<file path="config.mk">
export PLATFORM = sky130hd
export DESIGN_NAME = math_equation_arbiter
export DESIGN_NICKNAME = d
export VERILOG_FILES = /design/src/rtl/math_equation_arbiter.sv
export SDC_FILE = /design/constraint.sdc
export NUM_CORES = 1
export LEC_CHECK = 0
export ABC_CLOCK_PERIOD_IN_PS = 6250
export CAP_MARGIN = 20
export CELL_PAD_IN_SITES_DETAIL_PLACEMENT = 0
export CELL_PAD_IN_SITES_GLOBAL_PLACEMENT = 1
export CORE_ASPECT_RATIO = 1.5
export CORE_UTILIZATION = 37
export DETAILED_ROUTE_END_ITERATION = 8
export HOLD_SLACK_MARGIN = 0.06
export PLACE_DENSITY = 0.85
export SYNTH_ARGS = -nofsm -noshare
export SYNTH_HDL_FRONTEND = slang
export SYNTH_SLANG_ARGS = --single-unit
</file>
<file path="constraint.sdc">
create_clock -name clk -period 6.25 [get_ports clk]
set_clock_uncertainty 0.1 [all_clocks]
set_input_delay 0.9375 -clock clk [delete_from_list [all_inputs] [get_ports clk]]
set_output_delay 0.9375 -clock clk [all_outputs]
set_load 0.05 [all_outputs]
</file>
<file path="src/rtl/math_equation_arbiter.sv">
// Round-robin front end for one shared fixed-latency math_equation datapath.
// Tags follow each operation through the pipe; credits keep the result FIFO from overflowing.
module math_equation_arbiter #(
  parameter int WIDTH      = 16,
  parameter int NUM_REQ    = 4,
  parameter int LAT        = 3,
  parameter int FIFO_DEPTH = 4,
  parameter int ID_W       = $clog2(NUM_REQ)
) (
  input  logic                            clk,
  input  logic                            rst,
  input  logic [NUM_REQ-1:0]              req_valid,
  output logic [NUM_REQ-1:0]              req_ready,
  input  logic [NUM_REQ*WIDTH-1:0]        req_a,
  input  logic [NUM_REQ*WIDTH-1:0]        req_b,
  input  logic [NUM_REQ*WIDTH-1:0]        req_c,
  input  logic [NUM_REQ*WIDTH-1:0]        req_d,
  output logic                            eq_valid_o,
  output logic [WIDTH-1:0]                eq_a,
  output logic [WIDTH-1:0]                eq_b,
  output logic [WIDTH-1:0]                eq_c,
  output logic [WIDTH-1:0]                eq_d,
  input  logic                            eq_valid_i,
  input  logic [2*WIDTH+1:0]              eq_q,
  output logic                            res_valid,
  input  logic                            res_ready,
  output logic [2*WIDTH+1:0]              res_q,
  output logic [ID_W-1:0]                 res_id,
  output logic [$clog2(FIFO_DEPTH+1)-1:0] inflight,
  output logic                            err
);

  localparam int QW = 2*WIDTH + 2;
  localparam int CW = $clog2(FIFO_DEPTH+1);
  localparam int PW = (FIFO_DEPTH > 1) ? $clog2(FIFO_DEPTH) : 1;
  localparam logic [CW-1:0]   DEPTH_C  = CW'(FIFO_DEPTH);
  localparam logic [CW:0]     DEPTH_X  = (CW+1)'(FIFO_DEPTH);
  localparam logic [PW-1:0]   LAST_PTR = PW'(FIFO_DEPTH-1);
  localparam logic [ID_W-1:0] LAST_ID  = ID_W'(NUM_REQ-1);

  if (NUM_REQ < 2 || LAT < 1 || FIFO_DEPTH < 1) begin : g_bad_params
    $error("math_equation_arbiter: unsupported parameter set");
  end

  function automatic logic [PW-1:0] next_ptr(input logic [PW-1:0] p);
    return (p == LAST_PTR) ? {PW{1'b0}} : p + 1'b1;
  endfunction

  logic [ID_W-1:0]    ptr_r, gid_s, idx_s;
  logic [NUM_REQ-1:0] grant_s;
  logic               found_s, credit_s, accept_s, ret_s, push_s, pop_s, full_s;
  logic [CW-1:0]      count_r, count_next_s;
  logic [ID_W-1:0]    tag_mem_r [FIFO_DEPTH];
  logic [PW-1:0]      tag_wr_r, tag_rd_r;
  logic [QW-1:0]      q_mem_r [FIFO_DEPTH];
  logic [ID_W-1:0]    id_mem_r [FIFO_DEPTH];
  logic [PW-1:0]      wr_r, rd_r;

  // Round-robin search from ptr+1; the grant is withheld while no credit remains.
  always_comb begin
    grant_s = '0;
    gid_s   = '0;
    idx_s   = '0;
    found_s = 1'b0;
    for (int k = 1; k <= NUM_REQ; k++) begin
      idx_s = ID_W'((int'(ptr_r) + k) % NUM_REQ);
      if (!found_s && req_valid[idx_s]) begin
        found_s        = 1'b1;
        grant_s[idx_s] = 1'b1;
        gid_s          = idx_s;
      end else begin
        found_s = found_s;
      end
    end
    credit_s  = ({1'b0, count_r} + {1'b0, inflight}) < DEPTH_X;
    req_ready = (credit_s && !rst) ? grant_s : '0;
  end

  assign accept_s = |(req_valid & req_ready);
  assign full_s   = (count_r == DEPTH_C);
  assign ret_s    = eq_valid_i && (inflight != '0);
  assign push_s   = ret_s && !full_s;
  assign pop_s    = res_valid && res_ready;
  assign res_q    = q_mem_r[rd_r];
  assign res_id   = id_mem_r[rd_r];

  // Next FIFO occupancy; a simultaneous push and pop leaves it unchanged.
  always_comb begin
    count_next_s = count_r;
    case ({push_s, pop_s})
      2'b10:   count_next_s = count_r + 1'b1;
      2'b01:   count_next_s = count_r - 1'b1;
      default: count_next_s = count_r;
    endcase
  end

  // Arbitration pointer and operand issue register.
  always_ff @(posedge clk or posedge rst) begin
    if (rst) begin
      ptr_r      <= LAST_ID;
      eq_valid_o <= 1'b0;
      eq_a       <= '0;
      eq_b       <= '0;
      eq_c       <= '0;
      eq_d       <= '0;
    end else begin
      eq_valid_o <= accept_s;
      if (accept_s) begin
        ptr_r <= gid_s;
        eq_a  <= req_a[int'(gid_s)*WIDTH +: WIDTH];
        eq_b  <= req_b[int'(gid_s)*WIDTH +: WIDTH];
        eq_c  <= req_c[int'(gid_s)*WIDTH +: WIDTH];
        eq_d  <= req_d[int'(gid_s)*WIDTH +: WIDTH];
      end
    end
  end

  // In-flight count, tag/result queue pointers, occupancy and sticky error.
  always_ff @(posedge clk or posedge rst) begin
    if (rst) begin
      inflight  <= '0;
      tag_wr_r  <= '0;
      tag_rd_r  <= '0;
      wr_r      <= '0;
      rd_r      <= '0;
      count_r   <= '0;
      res_valid <= 1'b0;
      err       <= 1'b0;
    end else begin
      case ({accept_s, ret_s})
        2'b10:   inflight <= inflight + 1'b1;
        2'b01:   inflight <= inflight - 1'b1;
        default: inflight <= inflight;
      endcase
      if (accept_s) tag_wr_r <= next_ptr(tag_wr_r);
      if (ret_s)    tag_rd_r <= next_ptr(tag_rd_r);
      if (push_s)   wr_r     <= next_ptr(wr_r);
      if (pop_s)    rd_r     <= next_ptr(rd_r);
      count_r   <= count_next_s;
      res_valid <= (count_next_s != '0);
      if (eq_valid_i && ((inflight == '0) || full_s)) err <= 1'b1;
    end
  end

  // Storage arrays carry no reset; occupancy state alone says what is live.
  always_ff @(posedge clk) begin
    if (accept_s) tag_mem_r[tag_wr_r] <= gid_s;
    if (push_s) begin
      q_mem_r[wr_r]  <= eq_q;
      id_mem_r[wr_r] <= tag_mem_r[tag_rd_r];
    end
  end

endmodule

</file>
# Word-level counts from Yosys, hierarchy flattened
# Memory sizes are Yosys's and may differ from the RTL's.
# Cells that the tools add are included.
word_totals:
  wordCells: 117
  output_inout_bits: 110
  inputBits: 298
  mem_bits_rw: 152
  memories: 3
  reg_bits: 83
op_classes:
  reduce_logical: 23
  mux: 38
  n_eq_ne: 9
  bitwise: 4
  shift: 4
  order_cmp: 9
  add_sub_neg: 13
mem_list:
  columns: ["memory", "depth", "word_bits", "read_ports", "rd_clocked_by_memory_dff", "wr", "line_no", "text"]
  rows:
  - ["q_mem_r", 4, 34, 1, 0, 1, "55", "logic [QW-1:0] q_mem_r [FIFO_DEPTH];"]
  - ["id_mem_r", 4, 2, 1, 0, 1, "56", "logic [ID_W-1:0] id_mem_r [FIFO_DEPTH];"]
  - ["tag_mem_r", 4, 2, 1, 0, 1, "53", "logic [ID_W-1:0] tag_mem_r [FIFO_DEPTH];"]
ops:
  columns: ["op", "count"]
  rows:
  - ["64-bit by 7-bit indexed part select with 16-bit output", 4]
  - ["4-bit 2-to-1 mux", 5]
  - ["2-bit 2-to-1 mux", 8]
  - ["1-bit 2-to-1 mux", 15]
  - ["2-bit by 1-bit adder with 2-bit output, second input constant", 6]
  - ["2-bit equality test, second input constant", 6]
  - ["1-bit logical AND", 12]
  - ["2-bit by 3-bit < comparator with 1-bit output, second input constant", 4]
  - ["4-bit bitwise OR", 3]
  - ["3-bit case mux with 2 select lines", 2]
  - ["1-bit binary-select mux with 2-bit select", 4]
  - ["1-bit demux with 2-bit select", 4]
  - ["2-bit by 1-bit greater-or-equal comparator with 1-bit output, second input constant", 4]
  - ["3-bit by 1-bit adder with 3-bit output, second input constant", 2]
  - ["3-bit nonzero test", 2]
  - ["3-bit by 1-bit subtractor with 3-bit output, second input constant", 2]
  - ["1-bit logical NOT", 5]
  - ["2-bit adder, second input constant", 2]
  - ["3-bit by 3-bit adder with 4-bit output", 1]
  - ["4-bit AND", 1]
  - ["2-bit by 1-bit equality test with 1-bit output, second input constant", 2]
  - ["4-bit by 3-bit < comparator with 1-bit output, second input constant", 1]
  - ["4-bit OR reduction", 1]
  - ["3-bit equality test, second input constant", 1]
  - ["3 further kinds", 3]

# Logic depth before layout (Yosys ltp)
logic_depth:
  word_depth: 18
  depth_mapped: 17
  mapped_depth_nobuf: 13

# Worst setup path before layout
# No wires, ideal clock.
synth_path:
  path_type: "register -> register"
  start: "register ptr_r[0]"
  end: "register inflight[2]"
  setup_time_ns: 0.082
  arrival_time_ns: 4.124
  stages_incl_launch_ff: 18
  slack_ns: 1.944
  period_less_slack_ns: 4.306
  t_required_ns: 6.068
  n_path_buf: 4
  cell_sequence: "dfstp_2 buf_2 inv_2 ha_1 buf_2 mux4_2 nor2b_1 a221o_1 a221oi_2 and2_4 buf_6 buf_6 ha_1 inv_1 fa_1 xor2_1 nor2_1 xor2_1"
synth_between:
  elab_chain_cells: 18
  elab_cells_between_ends: 55
  cone_classes: "add/sub: 4; order compare: 8; eq/ne: 2; mux: 25; bitwise: 4; reduce/logical: 12"
synth_rtl:
  columns: ["item", "line_no", "text"]
  rows:
  - ["start, declared", "49", "logic [ID_W-1:0] ptr_r, gid_s, idx_s;"]
  - ["start signal, assigned", "109", "ptr_r <= gid_s;"]
  - ["parallel branches: the longest is 12 deep, another holds 2-bit by 3-bit < comparator with 1-bit output", null, null]
  - ["4-bit 2-to-1 mux *", "67", "if (!found_s && req_valid[idx_s]) begin"]
  - ["4-bit 2-to-1 mux *", "76", "req_ready = (credit_s && !rst) ? grant_s : '0;"]
  - ["4-bit AND *", "79", "assign accept_s = |(req_valid & req_ready);"]
  - ["4-bit OR reduction *", "79", null]
  - ["2-bit by 1-bit equality test with 1-bit output / 2-bit equality test (equally long branches)", "130", "case ({accept_s, ret_s})"]
  - ["3-bit case mux with 2 select lines / 2-bit nonzero test (equally long branches)", null, null]
  - ["end signal, assigned", "131", "2'b10: inflight <= inflight + 1'b1;"]
  - ["end signal, assigned", "132", "2'b01: inflight <= inflight - 1'b1;"]
  - ["end signal, assigned", "133", "default: inflight <= inflight;"]
  - ["end, declared", "29", "output logic [$clog2(FIFO_DEPTH+1)-1:0] inflight,"]
# Every way passes the cells marked *. The select of a mux whose other input is x is not followed.
# A chain may end at the register's enable or synchronous reset.

# Final worst setup path
layout_path:
  start: "register ptr_r[0]"
  end: "output req_ready[3]"
layout_between:
  elab_chain_cells: 14
  elab_cells_between_ends: 49
  cone_classes: "add/sub: 4; order compare: 8; mux: 24; bitwise: 3; reduce/logical: 10"
layout_rtl:
  columns: ["item", "line_no", "text"]
  rows:
  - ["parallel branches: the longest is 12 deep, another holds 2-bit by 3-bit < comparator with 1-bit output", null, null]
  - ["4-bit 2-to-1 mux *", "67", null]
  - ["4-bit 2-to-1 mux *", "76", null]
  - ["end, declared", "13", "output logic [NUM_REQ-1:0] req_ready,"]
# Marked as above.

==> results_dict.tcl <==
set metrics [dict create \
    rows 82 \
    placed_cell_area_sq_mm 0.0170 \
    synth_fp_nets 1244 \
    clock.fmax_mhz 197 \
    die_w_microns 153 \
    cp.arrival_ns 4.03 \
    grt_max_degree 131 \
    setup_violations 0 \
    synthFlopType "edfxtp_1" \
    max-vdd-ir-drop_v 0.000322 \
    core_sq_mm 0.0335 \
    clock_path_buffers 3 \
    hp-class "reg -> reg" \
    post_cts_buffers 0 \
    whs_ns 0.378 \
    pre_cts_ws_ns 1.20 \
    start_util 0.378 \
    max_slew_margin 0.422 \
    synth.top_cell.area_share 0.360 \
    fp.dieH_microns 229 \
    power.density_mw_per_mm2 561 \
    critPathMaxFanout 17 \
    drt_iter0_markers 524 \
    worst_slew_pin_slew_ns 0.867 \
    clock_sinks 235 \
    overflow 0 \
    fin_crit_ns 5.06 \
    maxSlewViolCount 0 \
    synth_seq_area_share 0.524 \
    htree_levels 1 \
    netlist_area_sq_mm 0.0127 \
    timing.setup.tns_ns 0 \
    grt_pass1_vias 10200 \
    clkTransAtPathRegs_ns 0.07 \
    end_kind "output port" \
    drive_gt1_frac 0.134 \
    cts-hold-fix-buffers 0 \
    crit_path_start_kind "flop" \
    synth_edf_count 152 \
    mostFrequentLayoutCells "clkdlybuf4s50_1, edfxtp_1, and3_1" \
    p_leak_nw 6.54 \
    timing.final.ws_setup_ns 1.19 \
    postSynthCellCount 922 \
    cts_buffers 23 \
    grt_use_total 0.227 \
    final.period_utilization 0.810 \
    viasPerCell 5.78 \
    grt_antenna_before_repair 18 \
    status "completed" \
    wl_per_cell_microns 23.6 \
    synth_seq_cells 235 \
    avgSynthCellArea_sq_um 13.8 \
    worstPathRequired_ns 5.21 \
    io_pins 408 \
    vias 9914 \
    final_nets 1590 \
    design_area_sq_mm 0.0178 \
    drcViolationCount 0 \
    async_reset_ff_frac 0.353 \
    grt_pass1_wl_mm 61.2 \
    cts_tree "built" \
    cts-root-buf "clkbuf_16" \
    hold_viol 0 \
    portBuffers 407 \
    netlist_top_cells_area "edfxtp_1, dfrtp_1, o31ai_4, a221oi_1, mux4_2" \
    antenna_left 0 \
    ys_warn_count 0 \
    worstSetupPathType "reg -> out" \
    first_pass_iters 5 \
    rsz0062_at_grt "false" \
    area_growth_pct 40.4 \
    gp_congestion 0.870 \
    ctsResizeCount 0 \
    drv_cap 0 \
    yosysTopAreaCell "edfxtp_1" \
    hpwlAfterDp_mm 28.3 \
    ys_types 57 \
    layout_commonest_cell "clkdlybuf4s50_1" \
    drt-total-wl_mm 40.4 \
    worstSkewPairLatency_ns 0.51 \
    fp.dieArea_sq_mm 0.0350 \
]
-- routing by layer --
| metal | global-route usage | vias to the layer above | part of all wire |
|---|---|---|---|
| met5 | 0 | - | 0.0016 |
| met3 | 0.0683 | 65 | 0.089 |
| met1 | 0.253 | 4937 | 0.36 |
| met2 | 0.405 | 429 | 0.52 |
| li1 | - | 4471 | - |
| met4 | 0.0824 | 12 | 0.025 |
-- cell type report --
type,count,area [sq um]
diodes,12,30.0
clock buffers,27,601
clock inverters,14,139
fillers,2801,15800
inverters,27,104
multi-input cells,555,5490
flip-flops and latches,235,6650
well taps,420,526
repair buffers,426,4260
-- final timing paths --
kind / startpoint / end / slack (ns) / cells after the start
setup / recovery: ptr_r[0]$_DFFE_PP1P_ / req_ready[3] / 1.19 / 8
hold / removal: err$_DFFE_PP0P_ / err$_DFFE_PP0P_ / 0.38 / 1
setup reg to reg: ptr_r[0]$_DFFE_PP1P_ / inflight[2]$_DFFE_PP0P_ / 1.78 / 14
hold reg to reg: err$_DFFE_PP0P_ / err$_DFFE_PP0P_ / 0.38 / 1
max in group asynchronous: rst / eq_a[8]$_DFFE_PP0P_ / 4.29 / 3
min in group asynchronous: rst / rd_r[1]$_DFFE_PP0P_ / 0.74 / 2
-- metrics by stage --
stage          cells   util  total power [mW]
2_1_floorplan    922      -              6.96
3_3_place_gp    1662  0.507              8.57
3_5_place_dp    1662  0.507              8.67
4_1_cts         1703  0.529              10.1
5_1_grt         1714  0.530              10.5
6_report        1716  0.531              9.98
-- where the power goes --
group,internal [mW],switching (mW)
clock,0.778,0.596
sequential,2.18,0.259
combinational,2.25,3.92
total,5.21,4.77
-- synthesized netlist by cell type (4+ instances only) --
master and n:
buf_6 4, edfxtp_1 152, nor2b_1 7, nor3_1 4, o31ai_4 56, o21ai_0 6, and3_1 133, dfrtp_1 81
buf_1 18, mux4_2 41, inv_1 24, nor2_1 8, xor2_1 4, a21oi_1 8, nand2_1 11, a221oi_1 130
ha_1 22, buf_8 5, o31ai_1 8, nand3_1 68, mux2_2 4, clkbuf_1 74
-- state kept, by name (all words and copies together) (netlist names), 3 cells and up --
| name | cells |
|---|---|
| count_r | 3 |
| eq_a | 16 |
| eq_b | 16 |
| eq_c | 16 |
| eq_d | 16 |
| id_mem_r | 8 |
| inflight | 3 |
| q_mem_r | 136 |
| tag_mem_r | 8 |
-- cells by family after synthesis --
kind of cell             after synthesis  synth area share
AO/OA/AOI/OAI                        229             0.209
XOR/XNOR                               6           0.00414
adder cells (fa/ha/maj)               24            0.0249
buffers and inverters                132            0.0465
flip-flops                           235             0.524
multiplexers                          48            0.0789
AND/OR/NAND/NOR                      248             0.113
-- critical path, stage by stage (launching register included) --
cell	delay, ns
dfstp_2	0.75
inv_2	0.13
ha_1	0.42
mux4_2	0.41
or3b_2	0.44
a21oi_1	0.28
a21oi_1	0.08
nor2_1	0.10
clkdlybuf4s50_1	0.90
Note: power is estimated with default switching activity, not from simulation.
